File: src/rtl/wb_arbiter.sv
// Two-requester round-robin arbiter in front of a single Wishbone master port.
// A requester holds its i_Req bit until it sees its o_Done pulse. Each
// transaction either completes on i_wb_ack or aborts after TIMEOUT_CYCLES
// cycles of strobe with o_Timeout set.
module wb_arbiter #(
  parameter int unsigned TIMEOUT_CYCLES = 255
) (
  input  logic       i_Clock,
  input  logic       i_Rstn,
  input  logic [1:0] i_Req,
  input  logic [1:0] i_We,
  input  logic [7:0] i_Addr0,
  input  logic [7:0] i_Addr1,
  input  logic [7:0] i_Wdata0,
  input  logic [7:0] i_Wdata1,
  output logic [1:0] o_Done,
  output logic [7:0] o_Rdata,
  output logic       o_Timeout,
  output logic       o_wb_cyc,
  output logic       o_wb_stb,
  output logic       o_wb_we,
  output logic [7:0] o_wb_adr,
  output logic [7:0] o_wb_dat,
  input  logic [7:0] i_wb_dat,
  input  logic       i_wb_ack,
  output logic [1:0] o_dbg_state
);

  typedef enum logic [1:0] {
    IDLE = 2'd0,
    BUS  = 2'd1,
    DONE = 2'd2
  } state_t;

  // The counter hits this value on the last strobe cycle before the abort.
  localparam logic [7:0] CNT_LAST = 8'(TIMEOUT_CYCLES - 1);

  state_t     state_q, state_d;
  logic [7:0] cnt_q, cnt_d;
  logic       last_q, last_d;
  logic       grant_q, grant_d;
  logic       cyc_d, stb_d, we_d, to_d;
  logic [7:0] adr_d, dat_d, rdata_d;
  logic [1:0] done_d;

  assign o_dbg_state = state_q;

  // State and every output are registered; last-grant resets to 1 so
  // requester 0 wins the first contention.
  always_ff @(posedge i_Clock or negedge i_Rstn) begin
    if (!i_Rstn) begin
      state_q   <= IDLE;
      cnt_q     <= 8'h00;
      last_q    <= 1'b1;
      grant_q   <= 1'b0;
      o_wb_cyc  <= 1'b0;
      o_wb_stb  <= 1'b0;
      o_wb_we   <= 1'b0;
      o_wb_adr  <= 8'h00;
      o_wb_dat  <= 8'h00;
      o_Rdata   <= 8'h00;
      o_Done    <= 2'b00;
      o_Timeout <= 1'b0;
    end else begin
      state_q   <= state_d;
      cnt_q     <= cnt_d;
      last_q    <= last_d;
      grant_q   <= grant_d;
      o_wb_cyc  <= cyc_d;
      o_wb_stb  <= stb_d;
      o_wb_we   <= we_d;
      o_wb_adr  <= adr_d;
      o_wb_dat  <= dat_d;
      o_Rdata   <= rdata_d;
      o_Done    <= done_d;
      o_Timeout <= to_d;
    end
  end

  // Next-state and next-output logic; bus fields hold their value between
  // grants, done/timeout default to a single-cycle pulse.
  always_comb begin
    state_d = state_q;
    cnt_d   = cnt_q;
    last_d  = last_q;
    grant_d = grant_q;
    cyc_d   = o_wb_cyc;
    stb_d   = o_wb_stb;
    we_d    = o_wb_we;
    adr_d   = o_wb_adr;
    dat_d   = o_wb_dat;
    rdata_d = o_Rdata;
    done_d  = 2'b00;
    to_d    = 1'b0;
    unique case (state_q)
      IDLE: begin
        if (|i_Req) begin
          if (&i_Req) grant_d = ~last_q;
          else        grant_d = i_Req[1];
          we_d    = grant_d ? i_We[1]  : i_We[0];
          adr_d   = grant_d ? i_Addr1  : i_Addr0;
          dat_d   = grant_d ? i_Wdata1 : i_Wdata0;
          cyc_d   = 1'b1;
          stb_d   = 1'b1;
          cnt_d   = 8'h00;
          state_d = BUS;
        end
      end
      BUS: begin
        // An ack wins over a timeout reached in the same cycle.
        if (i_wb_ack) begin
          cyc_d   = 1'b0;
          stb_d   = 1'b0;
          if (!o_wb_we) rdata_d = i_wb_dat;
          done_d  = grant_q ? 2'b10 : 2'b01;
          last_d  = grant_q;
          state_d = DONE;
        end else if (cnt_q == CNT_LAST) begin
          cyc_d   = 1'b0;
          stb_d   = 1'b0;
          rdata_d = 8'h00;
          done_d  = grant_q ? 2'b10 : 2'b01;
          to_d    = 1'b1;
          last_d  = grant_q;
          state_d = DONE;
        end else begin
          cnt_d = cnt_q + 8'd1;
        end
      end
      DONE: begin
        state_d = IDLE;
      end
      default: begin
        state_d = IDLE;
      end
    endcase
  end

endmodule

File: config.mk
export PLATFORM = sky130hd
export DESIGN_NAME = wb_arbiter
export DESIGN_NICKNAME = d
export VERILOG_FILES = /design/src/rtl/wb_arbiter.sv
export SDC_FILE = /design/constraint.sdc
export NUM_CORES = 1
export LEC_CHECK = 0
export ABC_CLOCK_PERIOD_IN_PS = 1780
export CORE_MARGIN = 3
export CORE_UTILIZATION = 44
export CTS_BUF_LIST = sky130_fd_sc_hd__clkbuf_4 sky130_fd_sc_hd__clkbuf_8
export DETAILED_ROUTE_END_ITERATION = 6
export GPL_TIMING_DRIVEN = 0
export PLACE_DENSITY = 0.82
export SLEW_MARGIN = 20
export SYNTH_ARGS = -nofsm -noshare
export SYNTH_HDL_FRONTEND = slang
export SYNTH_SLANG_ARGS = --single-unit
File: constraint.sdc
create_clock -name i_Clock -period 1.78 [get_ports i_Clock]
set_input_delay 0.356 -clock i_Clock [delete_from_list [all_inputs] [get_ports i_Clock]]
set_output_delay 0.356 -clock i_Clock [all_outputs]
set_load 0.02 [all_outputs]
==> results of run 1 <==
cells in the mapped netlist:
master     instances
a41oi_1            1
mux2_1             1
nand2_4            1
mux2_4             1
mux2i_1           17
clkbuf_1           4
nor2b_1            1
nand2_1           38
a22o_1             8
ha_1               2
dfstp_2            1
o21ai_1            4
buf_2              3
a2bb2oi_1          1
buf_6              2
dfrtp_1           40
and3_1             1
o21a_1             4
a31oi_1            3
o21ai_4            1
a21oi_1            5
inv_1              3
nand3_1            5
or2b_1             1
nand4_4            1
a21boi_1           1
nor3b_2            1
buf_4              3
nor2_1             8
and2_1             1
o21ai_0           27
nor4_1             1
a21boi_0           1
kinds of logic (layout without fill, tap and decap cells):
| logic type | after synthesis | in the layout |
|---|---|---|
| buf+inv | 15 | 103 |
| mux | 19 | 19 |
| simple gates | 59 | 59 |
| flops | 41 | 41 |
| compound gates | 56 | 56 |
| fa+ha+maj | 2 | 2 |
layout by cell type, fill, tap and decap left out, types with 2 or more instances in the layout:
cell             netlist  routed
a22o_1                 8       8
o21ai_1                4       4
buf_2                  3       4
dfrtp_1               40      40
nand3_1                5       5
nor2_1                 8       8
o21ai_0               27      27
clkdlybuf4s50_1        0      76
inv_1                  3       3
o21a_1                 4       4
clkbuf_8               0       6
buf_4                  3       3
buf_6                  2       2
clkbuf_1               4       4
a31oi_1                3       3
nand2_1               38      38
ha_1                   2       2
a21oi_1                5       5
mux2i_1               17      17
layout make-up:
| type | count | area (um^2) | share of cell area [%] |
|---|---|---|---|
| sequential | 41 | 1027 | 35.12 |
| tap | 50 | 62.56 | 2.139 |
| clock buffer | 6 | 82.58 | 2.823 |
| timing repair buffer | 80 | 808.3 | 27.63 |
| inverter | 3 | 11.26 | 0.3849 |
| multi-input combinational | 136 | 844.6 | 28.87 |
| clock inverter | 2 | 13.76 | 0.4705 |
| buffer | 12 | 75.07 | 2.566 |
final timing paths:
kind / endpoint / cells after the start / slack (ns)
worst max-delay path: o_dbg_state[1] / 1 / 0.05
worst min-delay path: o_Done[0] / 1 / 0.47
worst max register to register: cnt_q[1] / 6 / 0.14
worst min register to register: o_Done[0] / 1 / 0.47
max in group asynchronous: last_q / 3 / 0.77
min in group asynchronous: o_wb_dat[7] / 2 / 0.49
sequential cells by signal, indices dropped and copies added, names as in the netlist:
name,cells
o_Rdata,8
cnt_q,8
o_Done,2
o_wb_dat,8
o_wb_adr,8
o_Timeout,1
last_q,1
grant_q,1
o_wb_stb,1
o_wb_we,1
o_dbg_state,2
timing repair:
| action | in CTS | in global routing |
|---|---|---|
| endpoints found under the hold margin | 14 | 0 |
| hold buffers | 1 | 0 |
| endpoints found under the setup margin | 0 | 1 |
| gates resized for setup | 0 | 1 |
through the flow:
step,cell area [um^2],util (%),setup WS (ns)
3_3_place_gp,2801,67.60,-0.6708
2_1_floorplan,1958,-,0.3149
4_1_cts,2923,70.53,0.02109
5_1_grt,2925,70.59,0.007098
6_report,2925,70.59,0.05069
3_5_place_dp,2816,67.97,-0.1838
metal layers:
metal / share of wire, % / up-vias
li1: - / 838
met1: 40 / 807
met2: 48 / 64
met3: 11 / 7
met4: 1.5 / 0
met5: 0 / -
power groups by stage:
stage / Sequential [mW] / Combinational, mW / Clock [mW]
global placement: 1.55 / 2.29 / 0
finish: 1.55 / 2.32 / 0.658
floorplan: 1.93 / 0.903 / 0
global route: 1.61 / 2.55 / 0.701
detailed placement: 1.57 / 2.34 / 0
CTS: 1.56 / 2.35 / 0.665
==> flow_metrics.env, run 1 <==
export IMPL_nFillCells=321
export IMPL_critPathMaxFanout=5
export IMPL_cts_clk_slew_worst_paths_ns=0.08
export IMPL_vias_per_cell=5.200
export IMPL_cts_htree_levels=2
export IMPL_die_x_um=72.71
export IMPL_worst_path_largest_cell_delay_ns=0.64
export IMPL_peakVddDrop_mv=0.7439
export IMPL_hold_path_startpoint="grant_q"
export IMPL_p_int_mw=2.724
export IMPL_dr_pass1_iters=4
export IMPL_drt_iter0_markers=138
export IMPL_synth_xor_area_share_pct=0
export IMPL_gp_congestion=0.8569
export IMPL_cts_setup_buffers=0
export IMPL_synth_compound_area_share_pct=17.76
export IMPL_synth_distinct_cells=33
export IMPL_hold_class="reg -> reg"
export IMPL_rsz0062_at_grt="false"
export IMPL_grt_max_degree=28
export IMPL_synth_cells=192
export IMPL_crit_path_end_kind="primary output"
export IMPL_power_density_nw_per_um2=1550
export IMPL_placementRows=23
export IMPL_slew_viol_final=0
export IMPL_yosys_warnings=0
export IMPL_synthSimpleGateAreaFrac_pct=14.06
export IMPL_drv_cap=0
export IMPL_cts_tree="done"
export IMPL_fin_nets=328
export IMPL_cts_buffers=5
export IMPL_syn_nets=241
export IMPL_met1_usage_pct=23.83
export IMPL_synth_area_um2=1958
export IMPL_reg2reg_from="cnt_q[0]"
export IMPL_core_area_um2=4144
export IMPL_min_period_ns=1.729
export IMPL_hold_violations=0
export IMPL_grt_use_met3_pct=9.229
export IMPL_ys_seq_area_share_pct=52.46
export IMPL_drive_gt1_share_pct=8.571
export IMPL_yosysTopAreaCell="dfrtp_1"
export IMPL_syn_avg_cell_area_um2=10.20
export IMPL_power_mw=4.534
export IMPL_power_leakage_nw=1.296
export IMPL_required_ns=1.42
export IMPL_synthMuxAreaShare_pct=10.03
export IMPL_pwr_share_comb_pct=51.2
export IMPL_cp_arrival_ns=1.37
export IMPL_synth_fa_ha_area_share_pct=1.278
export IMPL_num_antenna_cells=0
export IMPL_dp_cells=321
export IMPL_grt_first_pass_wirelength_mm=7.997
export IMPL_synth_top_area_share_pct=51.12
export IMPL_drt_wl_total_mm=4.804
export IMPL_grt_total_usage_pct=19.65
export IMPL_fmax_ghz=0.5783
export IMPL_grt_busiest_layer="met2"
export IMPL_grt_overflow=0
export IMPL_power_switching_mw=1.810
export IMPL_cts_root_buf="clkbuf_8"
export IMPL_finalSetupViolations=0
export IMPL_antenna_found_initial=0
export IMPL_fin_setup_tns_ns=0
export IMPL_num_io_pins=79
export IMPL_syn_to_final_growth_pct=49.39
export IMPL_use_met2_pct=30.76
export IMPL_cp_start_kind="register"
export IMPL_cts_buffer_depth=2
export IMPL_max_slew_worst_pin_slew_ns=0.3981
export IMPL_fp_dieArea_um2=5287
export IMPL_ant_nets=0
export IMPL_via_count=1716
export IMPL_port_buffers=78
export IMPL_hpwl_mm=3.611
export IMPL_critPathLaunch="o_dbg_state[1]"
export IMPL_clk_latency_ns=0.30
export IMPL_synthTopCellsByArea="dfrtp_1 (51%), mux2i_1 (8.7%), nand2_1 (7.3%), o21ai_0 (6.9%), a22o_1 (3.6%)"
export IMPL_cpLargestDelayFamily="buffers and inverters"
export IMPL_drc=0
export IMPL_grt_pass1_vias=1654
export IMPL_die_height_um=72.71
export IMPL_cp_num_buf_inv=1
export IMPL_cts_sinks=41
export IMPL_whs_ns=0.4690
export IMPL_start_util_pct=47.25
export IMPL_final_cells=330
export IMPL_slowest_stage="clkdlybuf4s50_1"
export IMPL_finClkSkew_ns=0.009451
export IMPL_status="completed"
export IMPL_ys_ff_latch=41
export IMPL_p_clk_share_pct=14.5
export IMPL_relSlewSlack_pct=73.46
export IMPL_synth_top_family_by_area="compound AO/OA/AOI/OAI gates"
export IMPL_post_route_period_util_pct=97.15
export IMPL_worst_setup_path_type="reg -> out"
export IMPL_sw_frac_of_total_pct=39.91
export IMPL_wire_per_inst_um=14.56
export IMPL_crit_chain="clkdlybuf4s50_1"
export IMPL_seqPwrFrac_pct=34.3
(Power assumes the default switching activity.)
==> run 2: changes to the inputs <==
GPL_ROUTABILITY_DRIVEN = 0   (was not set)
==> results of run 2 <==
Same layout as run 1: the final DEF is identical, and so are final timing and power.
